File: config.mk
export PLATFORM = sky130hd
export DESIGN_NAME = memory_arbiter
export DESIGN_NICKNAME = d
export VERILOG_FILES = /design/src/rtl/memory_arbiter.sv
export SDC_FILE = /design/constraint.sdc
export NUM_CORES = 1
export LEC_CHECK = 0
export ABC_AREA = 1
export CAP_MARGIN = 25
export CORE_MARGIN = 2
export CORE_UTILIZATION = 30
export CTS_CLUSTER_DIAMETER = 200
export DETAILED_ROUTE_END_ITERATION = 7
export MAX_ROUTING_LAYER = met4
export PLACE_DENSITY_LB_ADDON = 0.3
export SYNTH_ARGS = -nofsm -noshare
export SYNTH_HDL_FRONTEND = slang
export SYNTH_SLANG_ARGS = --single-unit
File: constraint.sdc
create_clock -name clk -period 1 [get_ports clk]
set_input_delay 0.2 -clock clk [delete_from_list [all_inputs] [get_ports clk]]
set_output_delay 0.2 -clock clk [all_outputs]
set_load 0.02 [all_outputs]
File: src/rtl/memory_arbiter.sv
// Two-port (instruction/data) arbiter onto a single registered memory port.
// Define MEMORY_ARBITER_ROUND_ROBIN_EN for alternating grants under contention.
module memory_arbiter #(
    parameter int ADDR_WIDTH = 32,
    parameter int DATA_WIDTH = 32
) (
    input  logic                    clk,
    input  logic                    reset,
    input  logic                    ins_req,
    input  logic [ADDR_WIDTH-1:0]   ins_addr,
    output logic [DATA_WIDTH-1:0]   ins_rdata,
    output logic                    ins_busy,
    input  logic                    data_req,
    input  logic                    data_we,
    input  logic [ADDR_WIDTH-1:0]   data_addr,
    input  logic [DATA_WIDTH-1:0]   data_wdata,
    input  logic [DATA_WIDTH/8-1:0] data_be,
    output logic [DATA_WIDTH-1:0]   data_rdata,
    output logic                    data_busy,
    output logic                    mem_req,
    output logic                    mem_we,
    output logic [ADDR_WIDTH-1:0]   mem_addr,
    output logic [DATA_WIDTH-1:0]   mem_wdata,
    output logic [DATA_WIDTH/8-1:0] mem_be,
    input  logic [DATA_WIDTH-1:0]   mem_rdata,
    input  logic                    mem_ack
);

    localparam int BE_WIDTH = DATA_WIDTH / 8;

    typedef enum logic [1:0] {IDLE, ACCESS, RESP} state_t;
    typedef enum logic {GRANT_INS, GRANT_DATA} grant_t;

    state_t                  state_q;
    grant_t                  grant_q;
    grant_t                  grant_d;
    logic                    memReq_q;
    logic                    memWe_q;
    logic [ADDR_WIDTH-1:0]   memAddr_q;
    logic [DATA_WIDTH-1:0]   memWdata_q;
    logic [BE_WIDTH-1:0]     memBe_q;
    logic [DATA_WIDTH-1:0]   rdata_q;

`ifdef MEMORY_ARBITER_ROUND_ROBIN_EN
    grant_t                  lastServed_q;

    always_comb begin
        grant_d = GRANT_INS;
        if (ins_req && data_req) begin
            grant_d = (lastServed_q == GRANT_DATA) ? GRANT_INS : GRANT_DATA;
        end else if (data_req) begin
            grant_d = GRANT_DATA;
        end
    end
`else
    always_comb begin
        grant_d = data_req ? GRANT_DATA : GRANT_INS;
    end
`endif

    always_ff @(posedge clk) begin
        if (reset) begin
            state_q    <= IDLE;
            grant_q    <= GRANT_INS;
            memReq_q   <= 1'b0;
            memWe_q    <= 1'b0;
            memAddr_q  <= '0;
            memWdata_q <= '0;
            memBe_q    <= '0;
            rdata_q    <= '0;
`ifdef MEMORY_ARBITER_ROUND_ROBIN_EN
            lastServed_q <= GRANT_INS;
`endif
        end else begin
            case (state_q)
                IDLE: begin
                    if (ins_req || data_req) begin
                        grant_q  <= grant_d;
                        memReq_q <= 1'b1;
                        state_q  <= ACCESS;
                        if (grant_d == GRANT_DATA) begin
                            memWe_q    <= data_we;
                            memAddr_q  <= data_addr;
                            memWdata_q <= data_wdata;
                            memBe_q    <= data_be;
                        end else begin
                            memWe_q    <= 1'b0;
                            memAddr_q  <= ins_addr;
                            memWdata_q <= '0;
                            memBe_q    <= '1;
                        end
                    end
                end
                // Withdrawn requests still complete here; RESP simply shows no busy pulse.
                ACCESS: begin
                    if (mem_ack) begin
                        rdata_q  <= mem_rdata;
                        memReq_q <= 1'b0;
                        state_q  <= RESP;
`ifdef MEMORY_ARBITER_ROUND_ROBIN_EN
                        lastServed_q <= grant_q;
`endif
                    end
                end
                RESP: begin
                    state_q <= IDLE;
                end
                default: begin
                    state_q <= IDLE;
                end
            endcase
        end
    end

    assign mem_req    = memReq_q;
    assign mem_we     = memWe_q;
    assign mem_addr   = memAddr_q;
    assign mem_wdata  = memWdata_q;
    assign mem_be     = memBe_q;
    assign ins_rdata  = rdata_q;
    assign data_rdata = rdata_q;

    // Reset masks the response cycle so busy mirrors req while reset is held.
    assign ins_busy  = ins_req  && !(!reset && state_q == RESP && grant_q == GRANT_INS);
    assign data_busy = data_req && !(!reset && state_q == RESP && grant_q == GRANT_DATA);

endmodule

==> results of run 1 <==
==> synthesized netlist by cell type <==
cell / count / share of area (%)
nor3_1: 1 / 0.11
clkbuf_1: 18 / 1.4
dfxtp_1: 105 / 45
o21ai_1: 4 / 0.43
nand2_4: 1 / 0.24
nor2_1: 69 / 5.6
buf_4: 38 / 6.1
nand4_1: 32 / 4.3
nand3_1: 33 / 3.5
nand2_2: 1 / 0.13
nand2_1: 228 / 18
nand3_2: 1 / 0.21
nor2_8: 1 / 0.43
buf_6: 2 / 0.48
nand3b_1: 1 / 0.16
a21oi_1: 74 / 7.9
buf_2: 22 / 2.4
inv_2: 3 / 0.24
inv_1: 33 / 2.7
buf_1: 1 / 0.080
clkinv_1: 1 / 0.080
==> registers in the layout (all words and copies together), names as in the netlist <==
signal / cells
grant_q: 1
data_rdata: 32
mem_wdata: 32
mem_we: 1
mem_addr: 32
state_q: 2
mem_be: 4
mem_req: 1
==> cell usage in the layout (no fill, tap or decap), types with 15 or more instances in the layout <==
cell / count
a21oi_1: 67
nand2_1: 209
buf_6: 145
buf_4: 38
clkdlybuf4s50_1: 135
inv_1: 33
nand4_1: 32
nor2_1: 57
dfxtp_4: 19
clkbuf_16: 15
nand2_2: 20
dfxtp_2: 85
nand3_1: 30
==> routing by layer <==
layer  vias to the layer above  wire length (um)
li1                       2633                 -
met1                      2293              6690
met2                       184              7750
met3                        14              1260
met4                         0               190
met5                         -                 0
==> power breakdown <==
group	switching [W]	internal, W	total (W)
Combinational	0.00173	0.00196	0.00370
Clock	0.00158	0.00255	0.00413
Sequential	0.000251	0.00453	0.00479
Total	0.00356	0.00905	0.0126
==> worst max-delay path, stage by stage, from the launching register on <==
cell and delay [ns]:
dfxtp_4 0.35, inv_2 0.05, nor3_4 0.17, buf_4 0.14
a21oi_4 0.04, buf_6 0.13
==> layout make-up <==
type | count | area, um^2 | share of cell area (%)
inverters | 37 | 139 | 1.58
well taps | 188 | 235 | 2.68
clock inverters | 3 | 67.6 | 0.771
multi-input cells | 448 | 2140 | 24.4
clock buffers | 13 | 292 | 3.33
repair buffers | 336 | 3610 | 41.2
flip-flops and latches | 105 | 2280 | 26.0
==> through the flow <==
step           setup TNS [ns]  instance area (um^2)  util [%]  setup WS, ns  power [W]
5_1_grt                -44.73                  8760      57.7        -0.480     0.0132
3_5_place_dp           -62.37                  7570      49.8        -0.680    0.00793
6_report               -32.52                  8760      57.7        -0.419     0.0126
4_1_cts                -33.68                  8320      54.7        -0.482     0.0124
3_3_place_gp           -62.49                  7570      49.8        -0.688    0.00791
2_1_floorplan           -2.48                  4770         -       -0.0358    0.00640
==> cell families (layout without fill, tap and decap cells) <==
kind of cell | Yosys count | in the layout | share of synthesized area [%]
AND/OR/NAND/NOR | 368 | 370 | 33.0
buffers and inverters | 118 | 389 | 13.5
flip-flops | 105 | 105 | 45.1
AO/OA/AOI/OAI | 78 | 78 | 8.38
==> final timing paths <==
kind,start,endpoint
setup / recovery,state_q[1]$_SDFFE_PP0P_,ins_busy
hold / removal,reset,state_q[0]$_SDFFE_PP0P_
setup reg to reg,state_q[0]$_SDFFE_PP0P_,mem_addr[26]$_SDFFE_PP0P_
hold reg to reg,mem_wdata[8]$_SDFFE_PP0P_,mem_wdata[8]$_SDFFE_PP0P_
==> what timing repair did <==
| item | 4_1_cts | 5_1_grt |
|---|---|---|
| gates cloned | 0 | 10 |
| endpoints found under the setup margin | 241 | 241 |
| gates resized for setup | 924 | 71 |
| buffers inserted | 8 | 4 |
| pin swaps | 2 | 4 |
| hold endpoints to repair | 0 | 0 |
==> key figures, run 1 <==
Finish
  – Area grow syn2layout: 88.1%
  – Fraction of layout cells with a size suffix above 1: between 30% and 40%
  – N_diodes: 0
  – Final nets: between 1000 and 1500
  – Non-filler instance count after layout: approximately 1100
  – Fill cell count: 1429

Detailed routing
  – WL final: around 16000 um
  – Final ANT Viol Nets: 0
  – Routed length per instance: around 14 um
  – Via count: 5124
  – First-pass DRT Iterations: 4
  – Vias per cell: 4.53
  – DR DRC count: 0
  – DR iter-0 viols: ~220

STA
  – Fmax: between 0.7 and 0.8 GHz
  – Final Setup Violations: 193
  – Final number of max-transition violations: 0
  – RSZ-0062 raised after global routing: yes
  – Tmin final: roughly 1.4 ns
  – Max-slew headroom: roughly 75%
  – Worst Setup Slack, final: -0.419 ns
  – WHS: approximately 0.38 ns
  – Count of final hold-check violations: 0
  – Worst-margin pin slew: 0.376 ns
  – Clk_skew: between 0.004 and 0.005 ns
  – Tcrit/Tclk final: 142%

Synthesis
  – Synth Net Count: roughly 800
  – Syn. warnings: 0
  – Post-Synthesis Mean Instance Area: roughly 7.0 um^2
  – Instance count of the mapped netlist: roughly 670
  – Register area share after synthesis: a little under half
  – Unique masters post-synth: 21
  – Seq cells post-synth: 105
  – Synth Cell Area: 4660 um^2

Global route
  – GRT Total Usage: around 19%
  – Vias in the first global route: about 4600
  – Gr busiest metal: met2
  – First-pass GRT wire length: approximately 24000 um
  – GR Util met2: roughly 30%
  – Grt met1 use: between 20% and 30%
  – GRT met3 Usage: 6.78%
  – Antenna violations before repair: 0
  – Grt ovf: 0
  – Largest net degree at the start of global routing: 35

Critical path
  – Worst setup EP type: primary output
  – CP max FO: 2
  – Critical path type: reg2out
  – CP arrival: roughly 1.2 ns
  – Flop2flop setup slack: -0.36 ns
  – Worst setup SP type: flop
  – CP Data Required Time: ~0.8 ns
  – R2r worst-path depth: 7

CTS
  – Clk slew on worst S/H paths: approximately 0.07 ns
  – Root Buffer: clkbuf_16
  – H-tree Lvls: 3
  – CTS Sinks: ~110
  – Clock buffer count from CTS: 9
  – Worst-case clock buffer depth: 2
  – Worst skew pair latency: between 0.3 and 0.4 ns
  – CTS tree: done
  – Hold Buf Count CTS: 0

Min path
  – Worst hold path type: in2reg
  – WHS Path Cells: 3

Place
  – Placer congestion estimate: 0.762
  – IO buf count: around 270
  – Inst Count DP: 1092
  – Post-DP HPWL: between 10000 and 15000 um

Outcome
  – Status: finished with violations
  – Failing checks: negative setup slack

Run
  – Max Cap Viol: 0

Die
  – Num ports: 274
  – Row count: 45
  – Die area: around 17000 um^2
  – Core area: about 15000 um^2
  – Die H: around 130 um
  – DIE WIDTH: ~130 um
  – Initial Util: 30.7%

Pwr
  – Lkg Pwr: roughly 3.8 nW
  – Cell Pwr Density: 1440 nW/um^2
  – Peak VDD IR: around 1200 uV
Note: power is estimated with default switching activity, not from simulation.
==> run 2, diff against run 1 <==
--- a/config.mk
+++ b/config.mk
@@ -5,8 +5,8 @@
 export SDC_FILE = /design/constraint.sdc
 export NUM_CORES = 1
 export LEC_CHECK = 0
-export ABC_AREA = 1
 export CAP_MARGIN = 25
+export CORE_ASPECT_RATIO = 1.4
 export CORE_MARGIN = 2
 export CORE_UTILIZATION = 30
 export CTS_CLUSTER_DIAMETER = 200
==> run 2 against run 1 <==
The flow still finishes with violations (negative setup slack). Critical path depth did not move. Sequential cell count did not move. Area after synthesis fell by 4.7%. Clock skew rose by 0.0046 ns. Wire length rose by 1.2%. Global-route usage rose by 0.53 points. Fmax rose by 4.1%. Die area fell by 4.4%. Highest routed layer unchanged.
==> key figures, run 2 <==
Outcome
  – Status: finished with violations
  – Failing checks: negative setup slack

Die
  – Core area: 14400 um^2 (-5.0%)
  – Initial Util: 30.8% (+0.10 points)
  – Row count: 52 (+16%)
  – Die area: 15800 um^2 (-4.4%)
  – DIE WIDTH: 107 um (-17%)
  – Die H: 148 um (+15%)
  – Num ports: 274 (unchanged)

Min path
  – Worst hold path type: in2reg
  – WHS Path Cells: 3 (unchanged)

Critical path
  – CP arrival: 1.58 ns (+0.36 ns)
  – CP max FO: 24 (+22)
  – CP Data Required Time: 1.22 ns (+0.42 ns)
  – Critical Path End: mem_wdata[5]$_SDFFE_PP0P_
  – Flop2flop setup slack: -0.36 ns (about the same)
  – Worst setup SP type: flop
  – Critical path's slowest cell: dfxtp_2
  – CP max stage delay: 0.34 ns (about the same)
  – Reg2Reg Launch Point: state_q[0]$_SDFFE_PP0P_
  – R2R Path End: mem_wdata[5]$_SDFFE_PP0P_
  – R2r worst-path depth: 5 (-2)
  – CP Launch Point: state_q[0]$_SDFFE_PP0P_
  – Critical path type: reg2reg
  – Worst setup EP type: flop
  – CP cell instances: buf_4, or2_4, buf_12, o21ai_1, a21oi_2

Detailed routing
  – Final ANT Viol Nets: 0 (unchanged)
  – WL final: 16100 um (+1.2%)
  – DR DRC count: 0 (unchanged)
  – Routed length per instance: 16.5 um (+17%)
  – DR iter-0 viols: 149 (-33%)
  – Vias per cell: 4.84 (+6.6%)
  – Via count: 4724 (-7.8%)
  – First-pass DRT Iterations: 5 (+1)

Global route
  – Grt ovf: 0 (unchanged)
  – Vias in the first global route: 4660 (+1.6%)
  – First-pass GRT wire length: 23300 um (-1.4%)
  – Largest net degree at the start of global routing: 77 (+120%)
  – Antenna violations before repair: 0 (unchanged)
  – GRT Total Usage: 19.1% (+0.53 points)

Synthesis
  – Synth top area cells: dfxtp_1 (47%), a21oi_1 (12%), nand2_1 (8.4%)
  – Unique masters post-synth: 24 (+14%)
  – Async SR Flop Fraction: 0% (unchanged)
  – Instance count of the mapped netlist: 507 (-24%)
  – Post-Synthesis Mean Instance Area: 8.76 um^2 (+26%)
  – Synth Net Count: 645 (-20%)
  – Number of synthesized flops with an enable pin: 0 (unchanged)
  – Top-count cell post-synth: dfxtp_1
  – Syn. warnings: 0 (unchanged)
  – Synth Cell Area: 4440 um^2 (-4.7%)
  – Leading area contributor after synthesis: dfxtp_1
  – Seq cells post-synth: 105 (unchanged)
  – Post-synth top area share: 47.3% (+2.2 points)
  – Register area share after synthesis: 47.3% (+2.2 points)
  – Primary FF master, synth: dfxtp_1
  – Commonest cells post-synth: dfxtp_1 (105), a21oi_1 (104), nand2_1 (100), buf_4 (35), mux2i_1 (32)

Pwr
  – Clock power share: 30.0% (-2.8 points)
  – Flop pwr share: 40.3% (+2.4 points)
  – Lkg Pwr: 3.46 nW (-10%)
  – Switch Pwr: 0.00344 W (-3.5%)
  – Combinational share of power: 29.7% (+0.4 points)
  – Cell Pwr Density: 1400 nW/um^2 (-2.8%)
  – Peak VDD IR: 829 uV (-32%)
  – Internal power: 0.00853 W (-5.8%)
  – Sw Ratio: 28.8% (+0.50 points)

Finish
  – Area grow syn2layout: 92.5%
  – Commonest non-fill, non-tap cell in the layout: buf_6
  – Final nets: 921 (-14%)
  – Fraction of layout cells with a size suffix above 1: 49.9% (+10 points)
  – Commonest cells after routing, fill and taps aside: buf_6 (144), clkdlybuf4s50_1 (135), nand2_1 (94), dfxtp_2 (91), a21oi_1 (84)
  – Fill cell count: 1248 (-13%)
  – N_diodes: 0 (unchanged)

CTS
  – CTS tree: done
  – Worst skew pair latency: 0.33 ns (-0.02 ns)
  – Clk slew on worst S/H paths: 0.07 ns (about the same)
  – Worst-case clock buffer depth: 2 (unchanged)
  – CTS Sinks: 105 (unchanged)
  – Root Buffer: clkbuf_16
  – Clock buffer count from CTS: 9 (unchanged)
  – H-tree Lvls: 3 (unchanged)

STA
  – Worst Setup Slack, final: -0.363 ns (+0.0564 ns)
  – Final number of max-transition violations: 0 (unchanged)
  – Tmin final: 1.36 ns (-0.0564 ns)
  – Max-slew headroom: 73.7% (-1.2 points)
  – RSZ-0062 raised after global routing: yes
  – Worst-margin pin slew: 0.394 ns (+0.0182 ns)
  – Tcrit/Tclk final: 136% (-5.6 points)
  – Setup TNS: -30.94 ns (+1.58 ns)
  – WHS: 0.398 ns (+0.0142 ns)
  – Count of final hold-check violations: 0 (unchanged)
  – Clk_skew: 0.00866 ns (+0.00465 ns)
  – Final Setup Violations: 174 (-9.8%)
  – Fmax: 0.734 GHz (+4.1%)

Place
  – Post-DP HPWL: 11000 um (about the same)
  – Placer congestion estimate: 0.758 (-0.63%)
  – IO buf count: 273 (unchanged)

Run
  – Max Cap Viol: 0 (unchanged)
## run 2: cells by family after synthesis
family	synth area share, %
AOI/OAI and AO/OA	21.7
and+or+nand+nor	11.5
buffers and inverters	12.3
muxes	7.21
DFF	47.3
## run 2: critical path, delay by kind of cell (launching register included)
family,cells,cell delay [ns]
buffers and inverters,2,0.35
flip-flops,1,0.34
AND/OR/NAND/NOR,1,0.29
AO/OA/AOI/OAI,2,0.26
## run 2: layout make-up
class	instances	area [um^2]	share of cell area [%]
Clock buffer	11	243	2.84
Clock inverter	5	62.6	0.732
Inverter	1	3.75	0.0439
Multi-Input combinational cell	324	2040	23.9
Sequential cell	105	2260	26.5
Tap cell	189	236	2.77
Timing Repair Buffer	342	3700	43.3
## run 2: worst min-delay path by stage
| stage | from | endpoint |
|---|---|---|
| after floorplan | mem_rdata[0] | data_rdata[0]$_SDFFE_PP0P_ |
| after global placement | data_rdata[27]$_SDFFE_PP0P_ | data_rdata[27]$_SDFFE_PP0P_ |
| after detailed placement | mem_req$_SDFFE_PP0P_ | mem_req$_SDFFE_PP0P_ |
| after CTS | data_wdata[13] | mem_wdata[13]$_SDFFE_PP0P_ |
| after global routing | mem_rdata[6] | data_rdata[6]$_SDFFE_PP0P_ |
| final | mem_rdata[29] | data_rdata[29]$_SDFFE_PP0P_ |
## run 2: metrics by stage
step / cell area (um^2) / std cells / total power (W) / setup slack (ns) / utilization, %
floorplan: 4570 / 507 / 0.00633 / -0.264 / -
global placement: 7300 / 925 / 0.00780 / -0.607 / 50.5
detailed placement: 7320 / 926 / 0.00787 / -0.602 / 50.7
CTS: 8140 / 956 / 0.0118 / -0.381 / 56.4
global route: 8550 / 977 / 0.0125 / -0.421 / 59.2
finish: 8550 / 977 / 0.0120 / -0.363 / 59.2
## run 2: metal layers
metal,global-route usage [%],vias to the layer above,share of wire (%),wire length [um]
li1,-,2263,-,-
met1,19.3,2224,36,5730
met2,36.1,217,55,8870
met3,5.34,20,7.3,1170
met4,4.22,0,2.0,315
met5,-,-,0,0
## run 2: repair_timing
| item | CTS | global route |
|---|---|---|
| pin swaps | 29 | 9 |
| endpoints found under the setup margin | 240 | 240 |
| setup buffers | 12 | 16 |
| gates resized for setup | 949 | 49 |
| hold buffers | 0 | 0 |
| gates cloned | 2 | 5 |
## run 2: power by group through the flow
| stage | combinational, W | sequential [W] | clock, W |
|---|---|---|---|
| 6_report | 0.00356 | 0.00482 | 0.00359 |
| 3_5_place_dp | 0.00308 | 0.00479 | 0 |
| 4_1_cts | 0.00333 | 0.00483 | 0.00369 |
| 5_1_grt | 0.00377 | 0.00486 | 0.00388 |
| 2_1_floorplan | 0.00119 | 0.00514 | 0 |
| 3_3_place_gp | 0.00302 | 0.00478 | 0 |
==> run 3, diff against run 2 <==
==> constraint.sdc (replaced) <==
create_clock -name clk -period 1 [get_ports clk]
set_input_delay 0.2 -clock clk [delete_from_list [all_inputs] [get_ports clk]]
set_output_delay 0.2 -clock clk [all_outputs]
set_load 0.05 [all_outputs]
==> run 3 against run 2 <==
The flow still finishes with violations (negative setup slack). Clock skew decreased by 0.0032 ns. Register-to-register slack got worse by 0.097 ns. Die area unchanged. Power increased by 21%. Sequential power increased by 2%. Worst hold slack improved by 0.016 ns. Cell count increased by 1.0%. Critical endpoint is now data_busy. Critical path type is now reg2out.
==> key figures, run 3 (synthesis gave the netlist of run 2 again) <==
Outcome
  – Status: finished with violations
  – Failing checks: negative setup slack

Global route
  – Vias in the first global route: 5103 (+9.5%)
  – Largest net degree at the start of global routing: 55 (-29%)
  – Grt ovf: 0 (unchanged)
  – GRT Total Usage: 21.8% (+2.7 points)
  – First-pass GRT wire length: 26200 um (+13%)
  – Antenna violations before repair: 0 (unchanged)

Place
  – Setup slack at placement: -0.830 ns (-0.229 ns)
  – IO buf count: 273 (unchanged)
  – Placer congestion estimate: 0.755 (-0.41%)
  – DP Area: 8590 um^2 (+17%)
  – Post-DP HPWL: 11900 um (+8.4%)

Detailed routing
  – Routed length per instance: 19.6 um (+19%)
  – First-pass DRT Iterations: 4 (-1)
  – DR DRC count: 0 (unchanged)
  – WL final: 19300 um (+20%)
  – Final ANT Viol Nets: 0 (unchanged)
  – Vias per cell: 4.96 (+2.7%)
  – DR iter-0 viols: 150 (+0.67%)
  – Via count: 4900 (+3.7%)

Critical path
  – R2r worst-path depth: 8 (+3)
  – Flop2flop setup slack: -0.46 ns (-0.10 ns)
  – Reg2Reg Launch Point: state_q[0]$_SDFFE_PP0P_
  – CP max stage delay: 0.35 ns (about the same)
  – CP cell instances: buf_6, nor2_4, buf_4, a31oi_4, buf_12
  – CP delay by family, top: buffers and inverters
  – Critical path's slowest cell: dfxtp_2
  – Critical path type: reg2out
  – CP bufs+invs: 3 (+1)
  – Worst setup SP type: flop
  – CP max FO: 2 (-92%)
  – R2R Path End: mem_wdata[11]$_SDFFE_PP0P_
  – Worst setup EP type: primary output
  – WP depth: 5 (unchanged)
  – CP Data Required Time: 0.80 ns (-0.42 ns)
  – CP arrival: 1.31 ns (-0.27 ns)

Pwr
  – Flop pwr share: 34.0% (-6.3 points)
  – Lkg Pwr: 4.29 nW (+24%)
  – Switch Pwr: 0.00505 W (+47%)
  – Clock power share: 24.4% (-5.6 points)
  – Cell Pwr Density: 1330 nW/um^2 (-5.1%)
  – Sw Ratio: 34.8% (+6.1 points)
  – Total design power: 0.0145 W (+21%)
  – Combinational share of power: 41.6% (+12 points)
  – Peak VDD IR: 861 uV (+3.8%)
  – Internal power: 0.00944 W (+11%)

CTS
  – Hold Buf Count CTS: 0 (unchanged)
  – Worst-case clock buffer depth: 2 (unchanged)
  – CTS tree: done
  – H-tree Lvls: 3 (unchanged)
  – Clk slew on worst S/H paths: 0.07 ns (about the same)
  – Root Buffer: clkbuf_16
  – CTS Sinks: 105 (unchanged)
  – Clock buffer count from CTS: 9 (unchanged)
  – Worst skew pair latency: 0.34 ns (about the same)

Finish
  – Fill cell count: 885 (-29%)
  – Final nets: 931 (+1.1%)
  – Commonest non-fill, non-tap cell in the layout: buf_12
  – Final Cell Area: 10900 um^2 (+27%)
  – Commonest cells after routing, fill and taps aside: buf_12 (155), clkdlybuf4s50_1 (134), a21oi_2 (73), dfxtp_4 (52), dfxtp_2 (52)
  – Core Util, Final: 75.5% (+16 points)
  – N_diodes: 0 (unchanged)
  – Fraction of layout cells with a size suffix above 1: 67.4% (+18 points)
  – Area grow syn2layout: 145%
  – Sequential cell area: 2360 um^2 (+4.3%)
  – Area occupied by multi-input gates: 2910 um^2 (+42%)

Die
  – Core area: 14400 um^2 (unchanged)
  – Die H: 148 um (unchanged)
  – Num ports: 274 (unchanged)
  – Row count: 52 (unchanged)
  – Die area: 15800 um^2 (unchanged)
  – Initial Util: 30.8% (unchanged)
  – DIE WIDTH: 107 um (unchanged)

STA
  – Max-slew headroom: 73.5% (-0.23 points)
  – RSZ-0062 raised after global routing: yes
  – Tmin final: 1.51 ns (+0.143 ns)
  – Count of final hold-check violations: 0 (unchanged)
  – Setup TNS: -45.49 ns (-14.55 ns)
  – Final Setup Violations: 241 (+39%)
  – Worst-margin pin slew: 0.397 ns (+0.00349 ns)
  – Tcrit/Tclk final: 151% (+14 points)
  – Final number of max-transition violations: 0 (unchanged)
  – Clk_skew: 0.00549 ns (-0.00316 ns)
  – Fmax: 0.664 GHz (-9.5%)
  – Worst Setup Slack, final: -0.506 ns (-0.143 ns)

Min path
  – Worst hold path type: in2reg
  – HP Start: mem_rdata[31]
  – Hold Path End: data_rdata[31]$_SDFFE_PP0P_
  – WHS Path Cells: 3 (unchanged)

Run
  – Max Cap Viol: 0 (unchanged)
run 3: cell count changes in the layout (fill, tap and decap cells not counted), moves of 20 or more:
cell,delta
dfxtp_4,+39
a21oi_1,-73
nand2_1,-55
dfxtp_2,-39
buf_6,-133
a21oi_2,+53
nand2_4,+49
buf_12,+144
a21oi_4,+20
run 3: worst max-delay path by stage:
stage	from	endpoint	slack (ns)
2_1_floorplan	state_q[0]$_SDFFE_PP0P_	mem_addr[13]$_SDFFE_PP0P_	-0.26
3_3_place_gp	ins_req	mem_addr[6]$_SDFFE_PP0P_	-0.74
3_5_place_dp	ins_req	mem_addr[24]$_SDFFE_PP0P_	-0.83
4_1_cts	state_q[0]$_SDFFE_PP0P_	data_busy	-0.50
5_1_grt	state_q[0]$_SDFFE_PP0P_	data_busy	-0.55
6_report	state_q[0]$_SDFFE_PP0P_	data_busy	-0.51
run 3: through the flow:
stage,hold WS [ns],instances
after CTS,0.380,964
final,0.414,987
after detailed placement,0.490,914
after global routing,0.413,987
after floorplan,0.329,507
after global placement,0.483,914
run 3: power by group through the flow:
stage,Sequential (W),Clock (W),Combinational (W)
after floorplan,0.00585,0,0.00133
after global placement,0.00499,0,0.00453
after detailed placement,0.00500,0,0.00461
after CTS,0.00491,0.00359,0.00523
after global routing,0.00496,0.00378,0.00623
final,0.00492,0.00354,0.00602
run 3: area by class of cell:
cell class | instances | share of cell area (%)
Tap cell | 189 | 2.17
Clock buffer | 11 | 2.32
Inverter | 1 | 0.0344
Sequential cell | 105 | 21.7
Multi-Input combinational cell | 325 | 26.7
Timing Repair Buffer | 351 | 46.7
Clock inverter | 5 | 0.425
run 3: metal layers:
layer  up-vias  global-route usage, %  routed length, um
met5         -                      -                  0
met4         0                   10.5                578
met3        38                   5.56               1160
met2       216                   40.6              10900
met1      2353                   20.6               6720
li1       2293                      -                  -
run 3: worst reg2reg max path, cell delays in order (launching register included):
cell,delay [ns]
dfxtp_2,0.33
buf_6,0.12
buf_6,0.13
nor3b_4,0.18
buf_6,0.17
buf_12,0.11
buf_16,0.13
nand2_1,0.08
a21oi_2,0.13
run 3: timing repair:
action,in CTS,in global routing
setup endpoints to repair,241,241
cloned,10,2
gates resized for setup,136,286
pin swaps,33,132
setup buffers,24,32
endpoints found under the hold margin,0,0
